===== src/rtl/instruction_fetch_pkg.sv =====
// Shared RISC-V front-end definitions: XLEN, reset PC, NOP encoding, opcodes.
// Latency: n/a (types and constants only).
// Backpressure: n/a.
package instruction_fetch_pkg;

  localparam int XLEN = 32;

  localparam logic [XLEN-1:0] RESET_PC_DEFAULT = 32'h0000_0000;
  localparam logic [XLEN-1:0] NOP_INSTR        = 32'h0000_0013;  // addi x0, x0, 0

  // Major opcodes used by the instruction controller/decoder.
  localparam logic [6:0] OPC_LOAD     = 7'b000_0011;
  localparam logic [6:0] OPC_MISC_MEM = 7'b000_1111;
  localparam logic [6:0] OPC_OP_IMM   = 7'b001_0011;
  localparam logic [6:0] OPC_AUIPC    = 7'b001_0111;
  localparam logic [6:0] OPC_STORE    = 7'b010_0011;
  localparam logic [6:0] OPC_OP       = 7'b011_0011;
  localparam logic [6:0] OPC_LUI      = 7'b011_0111;
  localparam logic [6:0] OPC_BRANCH   = 7'b110_0011;
  localparam logic [6:0] OPC_JALR     = 7'b110_0111;
  localparam logic [6:0] OPC_JAL      = 7'b110_1111;
  localparam logic [6:0] OPC_SYSTEM   = 7'b111_0011;

  // One buffered fetch result: the word and the PC it was read from.
  typedef struct packed {
    logic [XLEN-1:0] pc;
    logic [XLEN-1:0] instr;
  } fetchEntry_t;

  function automatic logic [XLEN-1:0] wordAlign(input logic [XLEN-1:0] addr);
    return addr & ~XLEN'(3);
  endfunction

endpackage


===== src/rtl/instruction_fetch_if.sv =====
// Fetch-stage bus bundle: imem request/grant/response, decode handshake, redirect.
// Latency: n/a (wires only).
// Backpressure: imemGnt stalls requests, decodeReady stalls delivery.
// master = fetch stage view, slave = memory/decode/redirect side.
interface instruction_fetch_if;
  import instruction_fetch_pkg::*;

  logic            imemReq;
  logic [XLEN-1:0] imemAddr;
  logic            imemGnt;
  logic            imemRvalid;
  logic [XLEN-1:0] imemRdata;

  logic            instValid;
  logic            decodeReady;
  logic [XLEN-1:0] instructionCode;
  logic [XLEN-1:0] pcOut;

  logic            redirectValid;
  logic [XLEN-1:0] redirectPc;

  modport master (
    output imemReq, imemAddr, instValid, instructionCode, pcOut,
    input  imemGnt, imemRvalid, imemRdata, decodeReady, redirectValid, redirectPc
  );

  modport slave (
    input  imemReq, imemAddr, instValid, instructionCode, pcOut,
    output imemGnt, imemRvalid, imemRdata, decodeReady, redirectValid, redirectPc
  );
endinterface


===== src/rtl/instruction_fetch_queue.sv =====
// Synchronous FIFO with flush and occupancy count, async active-high reset.
// Latency: a push is visible at popData the cycle after it is written.
// Backpressure: pushes while full are dropped unless a pop frees the slot.
// Ports: push/pushData in, pop/popData out, flush, full/empty/count status.
module fetch_queue #(
  parameter int WIDTH = 64,
  parameter int DEPTH = 2
) (
  input  logic                   clk,
  input  logic                   rst,
  input  logic                   push,
  input  logic [WIDTH-1:0]       pushData,
  input  logic                   pop,
  output logic [WIDTH-1:0]       popData,
  input  logic                   flush,
  output logic                   full,
  output logic                   empty,
  output logic [$clog2(DEPTH):0] count
);
  localparam int AW = $clog2(DEPTH);

  logic [WIDTH-1:0] mem [DEPTH];
  logic [AW-1:0]    wrPtr;
  logic [AW-1:0]    rdPtr;
  logic             doPush;
  logic             doPop;

  assign empty   = (count == '0);
  assign full    = (count == (AW+1)'(DEPTH));
  assign doPop   = pop && !empty;
  assign doPush  = push && (!full || doPop);
  assign popData = mem[rdPtr];

  // Storage carries no reset; empty/count qualify the head.
  always_ff @(posedge clk) begin
    if (doPush) mem[wrPtr] <= pushData;
  end

  always_ff @(posedge clk or posedge rst) begin
    if (rst) begin
      wrPtr <= '0;
      rdPtr <= '0;
      count <= '0;
    end else if (flush) begin
      wrPtr <= '0;
      rdPtr <= '0;
      count <= '0;
    end else begin
      if (doPush) wrPtr <= wrPtr + AW'(1);
      if (doPop)  rdPtr <= rdPtr + AW'(1);
      count <= count + (AW+1)'(doPush) - (AW+1)'(doPop);
    end
  end
endmodule


===== src/rtl/instruction_fetch.sv =====
// RISC-V fetch stage: owns the PC, issues credit-limited imem reads, queues {pc, word} for decode.
// Latency: memory latency + 1 cycle from grant to instValid; redirect clears instValid next cycle.
// Backpressure: requests issue only while outstanding + queued fits QUEUE_DEPTH, so responses never stall.
// Ports: clk, rst (async active-high); bus = imem req/gnt/rvalid/rdata, decode valid/ready, redirect.
module instruction_fetch
  import instruction_fetch_pkg::*;
#(
  parameter logic [XLEN-1:0] RESET_PC    = RESET_PC_DEFAULT,
  parameter int              QUEUE_DEPTH = 2
) (
  input  logic                clk,
  input  logic                rst,
  instruction_fetch_if.master bus
);
  localparam int CNT_W = $clog2(QUEUE_DEPTH) + 1;

  logic [XLEN-1:0]  fetchPc;      // next address to issue
  logic [XLEN-1:0]  respPc;       // PC of the next response that will be kept
  logic [CNT_W-1:0] outstanding;
  logic [CNT_W-1:0] dropCount;
  logic [CNT_W-1:0] occupancy;
  logic [CNT_W:0]   creditUse;

  logic             qEmpty;
  logic             qFull;
  fetchEntry_t      headEntry;
  fetchEntry_t      pushEntry;

  logic             pop;
  logic             issue;
  logic             respValid;
  logic             respKeep;
  logic             push;

  assign pop       = bus.instValid && bus.decodeReady;
  // A response with nothing in flight is a protocol error (or a pre-reset straggler): ignore it.
  assign respValid = bus.imemRvalid && (outstanding != '0);
  assign respKeep  = respValid && (dropCount == '0);
  assign push      = respKeep && !bus.redirectValid && (!qFull || pop);

  assign creditUse = (CNT_W+1)'(outstanding) + (CNT_W+1)'(occupancy) - (CNT_W+1)'(pop);

  assign bus.imemReq  = !rst && !bus.redirectValid && (creditUse < (CNT_W+1)'(QUEUE_DEPTH));
  assign bus.imemAddr = fetchPc;
  assign issue        = bus.imemReq && bus.imemGnt;

  // Responses return in issue order and kept ones are sequential since the last
  // redirect, so a single running PC labels them; dropped ones never advance it.
  always_ff @(posedge clk or posedge rst) begin
    if (rst) begin
      fetchPc     <= RESET_PC;
      respPc      <= RESET_PC;
      outstanding <= '0;
      dropCount   <= '0;
    end else if (bus.redirectValid) begin
      fetchPc     <= wordAlign(bus.redirectPc);
      respPc      <= wordAlign(bus.redirectPc);
      outstanding <= outstanding - CNT_W'(respValid);
      // Everything still in flight after this cycle belongs to the old path.
      dropCount   <= outstanding - CNT_W'(respValid);
    end else begin
      if (issue) fetchPc <= fetchPc + 32'd4;
      outstanding <= outstanding + CNT_W'(issue) - CNT_W'(respValid);
      if (respValid && (dropCount != '0)) dropCount <= dropCount - CNT_W'(1);
      if (respKeep) respPc <= respPc + 32'd4;
    end
  end

  assign pushEntry = '{pc: respPc, instr: bus.imemRdata};

  fetch_queue #(
    .WIDTH($bits(fetchEntry_t)),
    .DEPTH(QUEUE_DEPTH)
  ) queue (
    .clk      (clk),
    .rst      (rst),
    .push     (push),
    .pushData (pushEntry),
    .pop      (pop),
    .popData  (headEntry),
    .flush    (bus.redirectValid),
    .full     (qFull),
    .empty    (qEmpty),
    .count    (occupancy)
  );

  assign bus.instValid       = !qEmpty;
  assign bus.instructionCode = qEmpty ? NOP_INSTR : headEntry.instr;
  assign bus.pcOut           = qEmpty ? '0 : headEntry.pc;
endmodule


===== src/flat_wrapper.sv =====
// flat-port wrapper written by rule: the top's interface ports become plain ports
module instruction_fetch_flat import instruction_fetch_pkg::*;
#(
  parameter logic [XLEN-1:0] RESET_PC    = RESET_PC_DEFAULT,
  parameter int              QUEUE_DEPTH = 2
)
  (clk, rst, bus_imemReq, bus_imemAddr, bus_instValid, bus_instructionCode, bus_pcOut, bus_imemGnt, bus_imemRvalid, bus_imemRdata, bus_decodeReady, bus_redirectValid, bus_redirectPc);
  instruction_fetch_if bus_i ();
  input  logic clk;
  input  logic rst;
  output wire logic [$bits(bus_i.imemReq)-1:0] bus_imemReq;
  output wire logic [$bits(bus_i.imemAddr)-1:0] bus_imemAddr;
  output wire logic [$bits(bus_i.instValid)-1:0] bus_instValid;
  output wire logic [$bits(bus_i.instructionCode)-1:0] bus_instructionCode;
  output wire logic [$bits(bus_i.pcOut)-1:0] bus_pcOut;
  input wire logic [$bits(bus_i.imemGnt)-1:0] bus_imemGnt;
  input wire logic [$bits(bus_i.imemRvalid)-1:0] bus_imemRvalid;
  input wire logic [$bits(bus_i.imemRdata)-1:0] bus_imemRdata;
  input wire logic [$bits(bus_i.decodeReady)-1:0] bus_decodeReady;
  input wire logic [$bits(bus_i.redirectValid)-1:0] bus_redirectValid;
  input wire logic [$bits(bus_i.redirectPc)-1:0] bus_redirectPc;
  assign bus_imemReq = bus_i.imemReq;
  assign bus_imemAddr = bus_i.imemAddr;
  assign bus_instValid = bus_i.instValid;
  assign bus_instructionCode = bus_i.instructionCode;
  assign bus_pcOut = bus_i.pcOut;
  assign bus_i.imemGnt = bus_imemGnt;
  assign bus_i.imemRvalid = bus_imemRvalid;
  assign bus_i.imemRdata = bus_imemRdata;
  assign bus_i.decodeReady = bus_decodeReady;
  assign bus_i.redirectValid = bus_redirectValid;
  assign bus_i.redirectPc = bus_redirectPc;
  instruction_fetch #(.RESET_PC(RESET_PC), .QUEUE_DEPTH(QUEUE_DEPTH)) u_core (.clk(clk), .rst(rst), .bus(bus_i));
endmodule

===== config.mk =====
export PLATFORM = sky130hd
export DESIGN_NAME = instruction_fetch_flat
export DESIGN_NICKNAME = d
export VERILOG_FILES = /design/src/rtl/instruction_fetch_pkg.sv /design/src/rtl/instruction_fetch_if.sv /design/src/rtl/instruction_fetch_queue.sv /design/src/rtl/instruction_fetch.sv /design/src/flat_wrapper.sv
export SDC_FILE = /design/constraint.sdc
export NUM_CORES = 1
export LEC_CHECK = 0
export CAP_MARGIN = 20
export CORE_MARGIN = 2
export CORE_UTILIZATION = 45
export CTS_CLUSTER_DIAMETER = 60
export DETAILED_ROUTE_END_ITERATION = 8
export PLACE_DENSITY_LB_ADDON = 0.12
export SETUP_SLACK_MARGIN = 0.3
export SLEW_MARGIN = 20
export SYNTH_ARGS = -nofsm -noshare
export SYNTH_HDL_FRONTEND = slang
export SYNTH_SLANG_ARGS = --single-unit

===== constraint.sdc =====
create_clock -name clk -period 8.51 [get_ports clk]
set_input_delay 1.2765 -clock clk [delete_from_list [all_inputs] [get_ports clk]]
set_output_delay 1.2765 -clock clk [all_outputs]
set_load 0.01 [all_outputs]

==> metrics.yaml, run 1 <==
place_area_um2: 10600
placed_cells: 1091
root_buffer: "clkbuf_16"
synth-adder-area-share_pct: 1.53
synth.cell_area_um2: 8690
cts_made_buffers: 17
synth_edf_count: 124
synth_top_cell_by_area: "edfxtp_1"
grt_overflow: 0
synthToLayoutAreaGrowth_pct: 28.8
first_pass_iters: 5
core_um2: 18800
post_drt_via_cell_ratio: 5.29
clock_skew_ps: 12.3
post-route-min-period_ps: 4950
synth_cell_types: 60
cts_resized: 0
p_per_area_nw_per_um2: 244
use_met1_pct: 27.1
rr_worst_depth: 14
r2r-end: "u_core.bus.imemAddr[18]"
synth-xor-area-share_pct: 4.53
ys_warn_count: 0
rows: 50
io_buffer_count: 161
end_kind: "output port"
cts.path.max_buffers: 2
peakVddDrop_uv: 144
critical_path_class: "reg2out"
relSlewSlack_pct: 25.9
slowest_delay_ps: 530
hold_path_depth: 0
cts_tree: "done"
initial_utilization_pct: 46.2
avgSynthCellArea_um2: 12.5
final_area_um2: 11200
drt-total-wl_mm: 19.0
clock_latency_ps: 430
synthTopCellsByArea: "edfxtp_1 43%, dfrtp_1 20%, mux2i_1 7.4%"
place_congestion: 0.809
diodes: 0
period_share_pct: 58.2
post-place-ws_ps: 3490
synth_seq_cells: 192
drtIter0Drc: 325
synth.mux.area_fraction_pct: 8.28
dieWidth_um: 143
wl_per_cell_um: 16.9
required_ps: 7230
die_area_um2: 20400
drive_above_1_share_pct: 8.57
ys.flop_type: "edfxtp_1"
rr_startpoint: "u_core.queue.count[0]"
fin_cells: 1123
io_pins: 168
max_freq_mhz: 202
hold_viol_final: 0
grt_usage_pct: 18.9
grt_pass1_wl_mm: 30.0
r2r_setup_slack_ps: 4130
worst_slack_ps: 3560
path_cells: "nor2_4, buf_4, inv_1, and2_1, ha_1, nand2b_1, fa_1, xor2_1, and3_1, clkdlybuf4s50_1"
clock-sinks: 192
worst_setup_path_start_kind: "register"
antenna_left: 0
p_leak_nw: 3.96
total_power_mw: 2.73
die_h_um: 143
min_from: "u_core.respPc[31]"
synth_top_family_by_area: "simple AND/OR/NAND/NOR gates"
antenna_found_initial: 0
post_cts_buffers: 0
post-dp-hpwl_mm: 12.4
rsz0062_at_grt: "no"
hold_class: "reg2reg"
fin_tns_setup_ps: 0
cp_slowest_cell: "clkdlybuf4s50_1"
setup_viol: 0
multiInputGateArea_um2: 3050
grt-busiest-layer: "met2"
grt_util_met2_pct: 28.5
drv_cap: 0
dr_total_vias: 5938
grt_pass1_vias: 5827
synth-simple-area-share_pct: 14.3
status: "complete, no violations"
yosysSeqAreaShare_pct: 62.4
drc: 0
synth_top_area_share_pct: 42.8
worst_slew_pin_slew_ps: 1110
slew_viol_final: 0
seq_area_um2: 5430
synth_compound_area_share_pct: 6.07
async_reset_ff_share_pct: 35.4
synthCells: 695
path_clk_slew_ps: 70
arrival_ps: 3680
grt_max_degree: 69
fillers: 1514
nNetsFinal: 930
whs_endpoint: "u_core.queue.mem[1][63]"
htree_levels: 4
critPathMaxFanout: 60
ctsHoldBuffers: 0
use_met3_pct: 4.76
-- through the flow --
stage	hold slack, ps	util (%)
2_1_floorplan	463	-
5_1_grt	546	59.5
4_1_cts	526	59.4
3_3_place_gp	503	56.0
6_report	519	59.5
3_5_place_dp	501	56.0
-- worst max-delay path, delay by kind of cell, from the launching register on --
family        cells  cell delay, ps
buf+inv           3            1300
simple gates      4             680
fa+ha+maj         2             650
flops             1             440
xor+xnor          1             190
-- worst max-delay path by stage --
stage,startpoint,endpoint,slack [ps],depth (start not counted)
finish,u_core.queue.count[0],bus_imemReq,3560,10
global route,u_core.queue.count[0],bus_imemReq,3340,10
CTS,u_core.queue.count[0],bus_imemReq,3500,10
detailed placement,bus_decodeReady,u_core.bus.imemAddr[23],3490,12
global placement,bus_decodeReady,u_core.bus.imemAddr[18],3660,12
floorplan,bus_imemRvalid,u_core.queue.mem[0][0],3650,4
-- registers in the layout (all words and copies together), names as in the netlist --
name and cells:
u_core.bus.imemAddr 30, u_core.dropCount 2, u_core.outstanding 2, u_core.queue.count 2
u_core.queue.mem 124, u_core.queue.rdPtr 1, u_core.queue.wrPtr 1, u_core.respPc 30
-- report_power, final --
group | switching (mW) | internal, mW | total [mW] | leakage, nW
Combinational | 0.292 | 0.349 | 0.641 | 1.73
Clock | 0.340 | 0.520 | 0.859 | 0.302
Sequential | 0.144 | 1.09 | 1.23 | 1.93
-- metal layers --
| metal | wire length, um | vias up |
|---|---|---|
| met1 | 9050 | 2880 |
| met2 | 8470 | 206 |
| met5 | 0 | - |
| met4 | 231 | 0 |
| li1 | - | 2831 |
| met3 | 1230 | 21 |
-- Yosys cell counts, types with 5 or more instances --
| library cell | number |
|---|---|
| a21oi_1 | 6 |
| nor3_1 | 7 |
| xor2_1 | 13 |
| nand3_1 | 19 |
| edfxtp_1 | 124 |
| and4_1 | 5 |
| inv_1 | 19 |
| buf_2 | 6 |
| dfrtp_1 | 68 |
| nand4_1 | 21 |
| mux2i_1 | 64 |
| a31oi_1 | 9 |
| buf_1 | 5 |
| o21ai_0 | 17 |
| nand2_1 | 53 |
| and3_1 | 6 |
| xnor2_1 | 32 |
| o21ai_1 | 17 |
| mux2_2 | 7 |
| ha_1 | 9 |
| o211ai_1 | 8 |
| nor2_1 | 84 |
| and2_1 | 7 |
| clkbuf_1 | 20 |
-- cell type report --
| type | instances | area share (%) |
|---|---|---|
| tap | 260 | 2.91 |
| multi-input combinational | 449 | 27.3 |
| sequential | 192 | 48.5 |
| clock buffer | 17 | 3.80 |
| inverter | 21 | 0.704 |
| timing repair buffer | 169 | 14.9 |
| clock inverter | 15 | 1.94 |
-- placed cells by master (no fill, tap or decap), drive strengths merged, types with 10 or more instances in the layout --
cell type | synthesis | layout
nand3 | 19 | 19
clkdlybuf4s50 | 0 | 160
dfrtp | 68 | 68
inv | 21 | 21
nand4 | 22 | 22
edfxtp | 124 | 124
xor2 | 13 | 13
nor2 | 84 | 84
nand2 | 54 | 54
xnor2 | 32 | 32
nor3 | 12 | 12
clkbuf | 20 | 17
mux2i | 64 | 64
nor4 | 10 | 10
o21ai | 35 | 35
-- cell families after synthesis --
logic type	after synthesis
other	1
muxes	71
DFF	192
and+or+nand+nor	237
buffers and inverters	57
xor gates and xnor gates	45
adders and majority gates	10
AOI/OAI and AO/OA	82
(Power assumes the default switching activity.)
==> run 2: changes to the inputs <==
==> constraint.sdc (replaced) <==
create_clock -name clk -period 5.15 [get_ports clk]
set_input_delay 0.7725 -clock clk [delete_from_list [all_inputs] [get_ports clk]]
set_output_delay 0.7725 -clock clk [all_outputs]
set_load 0.01 [all_outputs]
==> metrics.yaml, run 2 (synthesis results as in run 1) <==
grt_max_degree: 64  # -7.2%
initial_utilization_pct: 46.2  # unchanged
endpoint: "bus_imemReq"
r2r_setup_slack_ps: 1930  # -2200 ps
post_cts_buffers: 0  # unchanged
peakVddDrop_uv: 264  # +84%
worst_slack_ps: 1290  # -2260 ps
regMostFlops: "u_core.queue.mem"
relSlewSlack_pct: 26.2  # +0.33 points
cp_slowest_cell: "clkdlybuf4s50_1"
antenna_left: 0  # unchanged
timing.critical_path.mode_cell: "clkdlybuf4s50_1"
max_freq_mhz: 259
place_congestion: 0.828  # +2.3%
dr_total_vias: 5851  # -1.5%
largest_register_ffs: 124  # unchanged
combPwrFrac_pct: 24.0  # +0.6 points
fin_util_pct: 59.3  # -0.18 points
p_leak_nw: 3.95  # -0.34%
io_buffer_count: 161  # unchanged
final_common_cell: "clkdlybuf4s50_1"
grt_pass1_vias: 5754  # -1.3%
critical_path_class: "in2out"
cts_made_buffers: 17  # unchanged
htree_levels: 4  # unchanged
r2r-end: "u_core.bus.imemAddr[18]"
cell_internal_pwr_mw: 3.14  # +60%
required_ps: 4380  # -2850 ps
placed_cells: 1093  # +0.18%
post-route-min-period_ps: 3860
dieWidth_um: 143  # unchanged
slew_viol_final: 0  # unchanged
p_switching_mw: 1.27  # +64%
p_sw_share_pct: 28.9  # +0.47 points
die_h_um: 143  # unchanged
cp-startpoint: "bus_decodeReady"
slowest_delay_ps: 530  # about the same
clock_latency_ps: 430  # about the same
rr_startpoint: "u_core.queue.count[0]"
power_frac_clock_pct: 29.9  # -1.5 points
arrival_ps: 3080  # -600 ps
antenna_found_initial: 0  # unchanged
grt_usage_pct: 18.9  # -0.029 points
worst_slew_pin_slew_ps: 1110  # -4.97 ps
drv_cap: 0  # unchanged
p_per_area_nw_per_um2: 395  # +62%
die_area_um2: 20400  # unchanged
end_kind: "output port"
fin_tns_setup_ps: 0  # unchanged
post-place-ws_ps: 1290  # -2200 ps
rsz0062_at_grt: "no"
setup_viol: 0  # unchanged
root_buffer: "clkbuf_16"
path_cells: "clkdlybuf4s50_1, and2_1, ha_1, nand2b_1, fa_1, xor2_1, and3_1, clkdlybuf4s50_1"
cts_resized: 0  # unchanged
cts.path.max_buffers: 2  # unchanged
nNetsFinal: 932  # +0.22%
drive_above_1_share_pct: 8.55  # -0.020 points
hold_viol_final: 0  # unchanged
first_pass_iters: 5  # unchanged
grt_overflow: 0  # unchanged
post_drt_via_cell_ratio: 5.20  # -1.6%
rows: 50  # unchanged
post-dp-hpwl_mm: 12.7  # +2.2%
layout_common_cells: "160 x clkdlybuf4s50_1, 124 x edfxtp_1, 82 x nor2_1, 67 x dfrtp_1, 64 x mux2i_1"
core_um2: 18800  # unchanged
diodes: 0  # unchanged
hold_class: "reg2reg"
fin_cells: 1125  # +0.18%
drtIter0Drc: 347  # +6.8%
critPathMaxFanout: 3  # -95%
fillers: 1535  # +1.4%
seqPwrFrac_pct: 46.1  # +1.0 points
status: "complete, no violations"
path_clk_slew_ps: 60  # about the same
wl_per_cell_um: 16.7  # -1.3%
clock_skew_ps: 15.8  # +3.45 ps
io_pins: 168  # unchanged
cts_tree: "done"
synthToLayoutAreaGrowth_pct: 28.4
rr_worst_depth: 13  # -1
drc: 0  # unchanged
ctsHoldBuffers: 0  # unchanged
grt_pass1_wl_mm: 29.9  # about the same
clock-sinks: 192  # unchanged
period_share_pct: 74.9
drt-total-wl_mm: 18.8  # -1.1%
worst_setup_path_start_kind: "input pin"
==> run 2: critical path, delay by kind of cell <==
family,cells,cell delay (ps)
buffers and inverters,2,1030
adders and majority gates,2,600
xor gates and xnor gates,1,220
and+or+nand+nor,3,480
==> run 2: area by class of cell <==
cell class / count / area, um2 / share of cell area [%]
clock inverter: 14 / 164 / 1.47
tap: 260 / 325 / 2.91
sequential: 192 / 5430 / 48.6
clock buffer: 18 / 429 / 3.84
multi-input combinational: 449 / 3050 / 27.4
inverter: 21 / 78.8 / 0.706
timing repair buffer: 171 / 1680 / 15.1
==> run 2: worst min-delay path by stage <==
| stage | startpoint | end | slack [ps] | depth (start not counted) |
|---|---|---|---|---|
| global route | u_core.respPc[31] | u_core.queue.mem[1][63] | 550 | 0 |
| CTS | u_core.respPc[31] | u_core.queue.mem[1][63] | 520 | 0 |
| global placement | u_core.bus.imemAddr[31] | u_core.bus.imemAddr[31] | 500 | 1 |
| detailed placement | u_core.respPc[31] | u_core.queue.mem[1][63] | 510 | 0 |
| floorplan | u_core.respPc[31] | u_core.queue.mem[0][63] | 460 | 0 |
| finish | u_core.respPc[31] | u_core.queue.mem[1][63] | 520 | 0 |
==> run 2: metrics by stage <==
stage	instance area (um2)	hold WS, ps	total power, mW
6_report	11200	525	4.41
5_1_grt	11200	553	4.64
4_1_cts	11200	522	4.47
3_5_place_dp	10600	508	3.14
3_3_place_gp	10600	504	3.10
2_1_floorplan	8700	463	2.63
==> run 2: power groups by stage <==
stage	clock [mW]	combinational, mW	sequential, mW
detailed placement	0	1.08	2.06
global placement	0	1.04	2.06
CTS	1.35	1.08	2.04
finish	1.32	1.06	2.03
global route	1.41	1.17	2.06
floorplan	0	0.681	1.95
==> run 2: metal layers <==
metal  vias up  wire (um)  track usage, %
li1       2829          -               -
met1      2822       8970            27.0
met2       181       8490            28.9
met3        19       1090            4.46
met4         0        224            5.37
met5         -          0               0
==> run 3: changes to the inputs <==
==> constraint.sdc (replaced) <==
create_clock -name clk -period 3.2 [get_ports clk]
set_input_delay 0.48 -clock clk [delete_from_list [all_inputs] [get_ports clk]]
set_output_delay 0.48 -clock clk [all_outputs]
set_load 0.01 [all_outputs]
==> metrics.yaml, run 3 (synthesis results as in run 1) <==
status: "complete, no violations"
total_power_mw: 7.36  # +67%
grt_usage_pct: 19.8  # +0.96 points
worst_setup_path_start_kind: "register"
hold_path_depth: 3  # +3
worst_slew_pin_slew_ps: 917  # -191 ps
first_pass_iters: 5  # unchanged
hold_class: "in2reg"
regMostFlops: "u_core.queue.mem"
grt_pass1_vias: 6001  # +4.3%
rr_worst_depth: 13  # unchanged
antenna_found_initial: 0  # unchanged
grt_pass1_wl_mm: 31.2  # +4.2%
clock_latency_ps: 430  # about the same
htree_levels: 4  # unchanged
dr_total_vias: 6089  # +4.1%
critical_path_class: "reg2out"
grt_overflow: 0  # unchanged
synthToLayoutAreaGrowth_pct: 32.8
max_freq_mhz: 349
root_buffer: "clkbuf_16"
wl_per_cell_um: 17.3  # +3.7%
drive_above_1_share_pct: 12.7  # +4.2 points
die_h_um: 143  # unchanged
drtIter0Drc: 350  # +0.86%
rsz0062_at_grt: "yes"
post-place-ws_ps: -95.4  # -1390 ps
setup_viol: 0  # unchanged
core_um2: 18800  # unchanged
initial_utilization_pct: 46.2  # unchanged
dieWidth_um: 143  # unchanged
clock-sinks: 192  # unchanged
post_drt_via_cell_ratio: 5.30  # +2.0%
multiInputGateArea_um2: 3130  # +2.5%
slew_viol_final: 0  # unchanged
path_clk_slew_ps: 70  # about the same
relSlewSlack_pct: 38.8  # +13 points
hold_viol_final: 0  # unchanged
min_from: "bus_redirectValid"
end_kind: "output port"
fillers: 1493  # -2.7%
arrival_ps: 2380  # -700 ps
p_leak_nw: 4.15  # +5.1%
clock_skew_ps: 10.4  # -5.44 ps
diodes: 0  # unchanged
peakVddDrop_uv: 406  # +54%
cts_made_buffers: 17  # unchanged
die_area_um2: 20400  # unchanged
seq_area_um2: 5430  # unchanged
cts_tree: "done"
r2r-end: "u_core.bus.imemAddr[10]"
rows: 50  # unchanged
post-dp-hpwl_mm: 12.9  # +2.0%
p_per_area_nw_per_um2: 637  # +61%
r2r_setup_slack_ps: 370  # -1560 ps
drv_cap: 0  # unchanged
worst_slack_ps: 337  # -958 ps
antenna_left: 0  # unchanged
largest_register_ffs: 124  # unchanged
place_congestion: 0.857  # +3.5%
nNetsFinal: 955  # +2.5%
grt_max_degree: 63  # -1.6%
rr_startpoint: "u_core.queue.count[0]"
critPathMaxFanout: 4  # +1
whs_endpoint: "u_core.queue.rdPtr"
drc: 0  # unchanged
layout_common_cells: "159 x clkdlybuf4s50_1, 124 x edfxtp_1, 82 x nor2_1, 67 x dfrtp_1, 64 x mux2i_1"
post-route-min-period_ps: 2860
io_pins: 168  # unchanged
io_buffer_count: 161  # unchanged
required_ps: 2720  # -1660 ps
final_common_cell: "clkdlybuf4s50_1"
drt-total-wl_mm: 19.8  # +5.8%
period_share_pct: 89.5
cts.path.max_buffers: 2  # unchanged
==> run 3: changes by cell type in the layout (fill, tap and decap cells not counted), moves of 3 or more <==
cell | previous run | this run
o21ai_2 | 1 | 4
buf_12 | 0 | 5
o21ai_0 | 17 | 14
buf_4 | 10 | 23
inv_4 | 0 | 3
clkbuf_16 | 17 | 20
o311ai_1 | 2 | 6
o311ai_0 | 4 | 0
==> run 3: repair_timing <==
action | 4_1_cts | 5_1_grt
buffers inserted | 8 | 2
hold buffers | 0 | 0
resized for setup | 12 | 22
setup endpoints to repair | 40 | 34
pin swaps | 4 | 13
gates cloned | 2 | 0
==> run 3: layout make-up <==
| type | count | area share, % |
|---|---|---|
| clock inverter | 10 | 0.813 |
| tap | 260 | 2.82 |
| sequential | 192 | 47.0 |
| timing repair buffer | 194 | 17.0 |
| clock buffer | 22 | 4.49 |
| multi-input combinational | 449 | 27.1 |
| inverter | 21 | 0.726 |
==> run 3: how the worst max path moves through the flow <==
stage / start / end / slack (ps) / cells past startpoint
final: u_core.queue.count[0] / bus_imemReq / 340 / 9
after global routing: u_core.queue.count[0] / u_core.bus.imemAddr[6] / 210 / 14
after CTS: u_core.queue.count[1] / bus_imemReq / 260 / 8
after detailed placement: bus_decodeReady / u_core.bus.imemAddr[23] / -100 / 13
after global placement: bus_decodeReady / u_core.bus.imemAddr[18] / -8 / 13
after floorplan: u_core.queue.count[0] / u_core.bus.imemAddr[11] / 320 / 12
==> run 3: stage by stage <==
stage / area (um2) / util, % / hold WS [ps] / instances / TNS (ps)
after floorplan: 8720 / - / 463 / 698 / 0
after global placement: 10700 / 56.8 / 504 / 1104 / -8.42
after detailed placement: 10700 / 56.8 / 523 / 1104 / -368
after CTS: 11400 / 60.8 / 511 / 1146 / 0
after global routing: 11500 / 61.3 / 545 / 1148 / 0
final: 11500 / 61.3 / 526 / 1148 / 0
==> run 3: where the power goes <==
group	internal (mW)	switching, mW
clock	1.24	0.912
combinational	1.07	0.961
sequential	2.90	0.278
total	5.20	2.15
==> run 3: worst max-delay path, cell delays in order, from the launching register on <==
cell,delay (ps)
dfrtp_1,410
nor2_4,140
inv_4,50
and2_4,140
ha_4,220
nand2b_4,140
fa_2,400
xor2_2,160
and3_4,200
buf_6,100
==> run 3: routing by layer <==
metal  GRT usage, %  share of wire, %  vias to the layer above
li1               -                 -                     2880
met1           27.4                45                     2933
met2           31.2                47                      252
met3           4.23               6.8                       24
met4           6.98               1.6                        0
met5              0                 0                        -
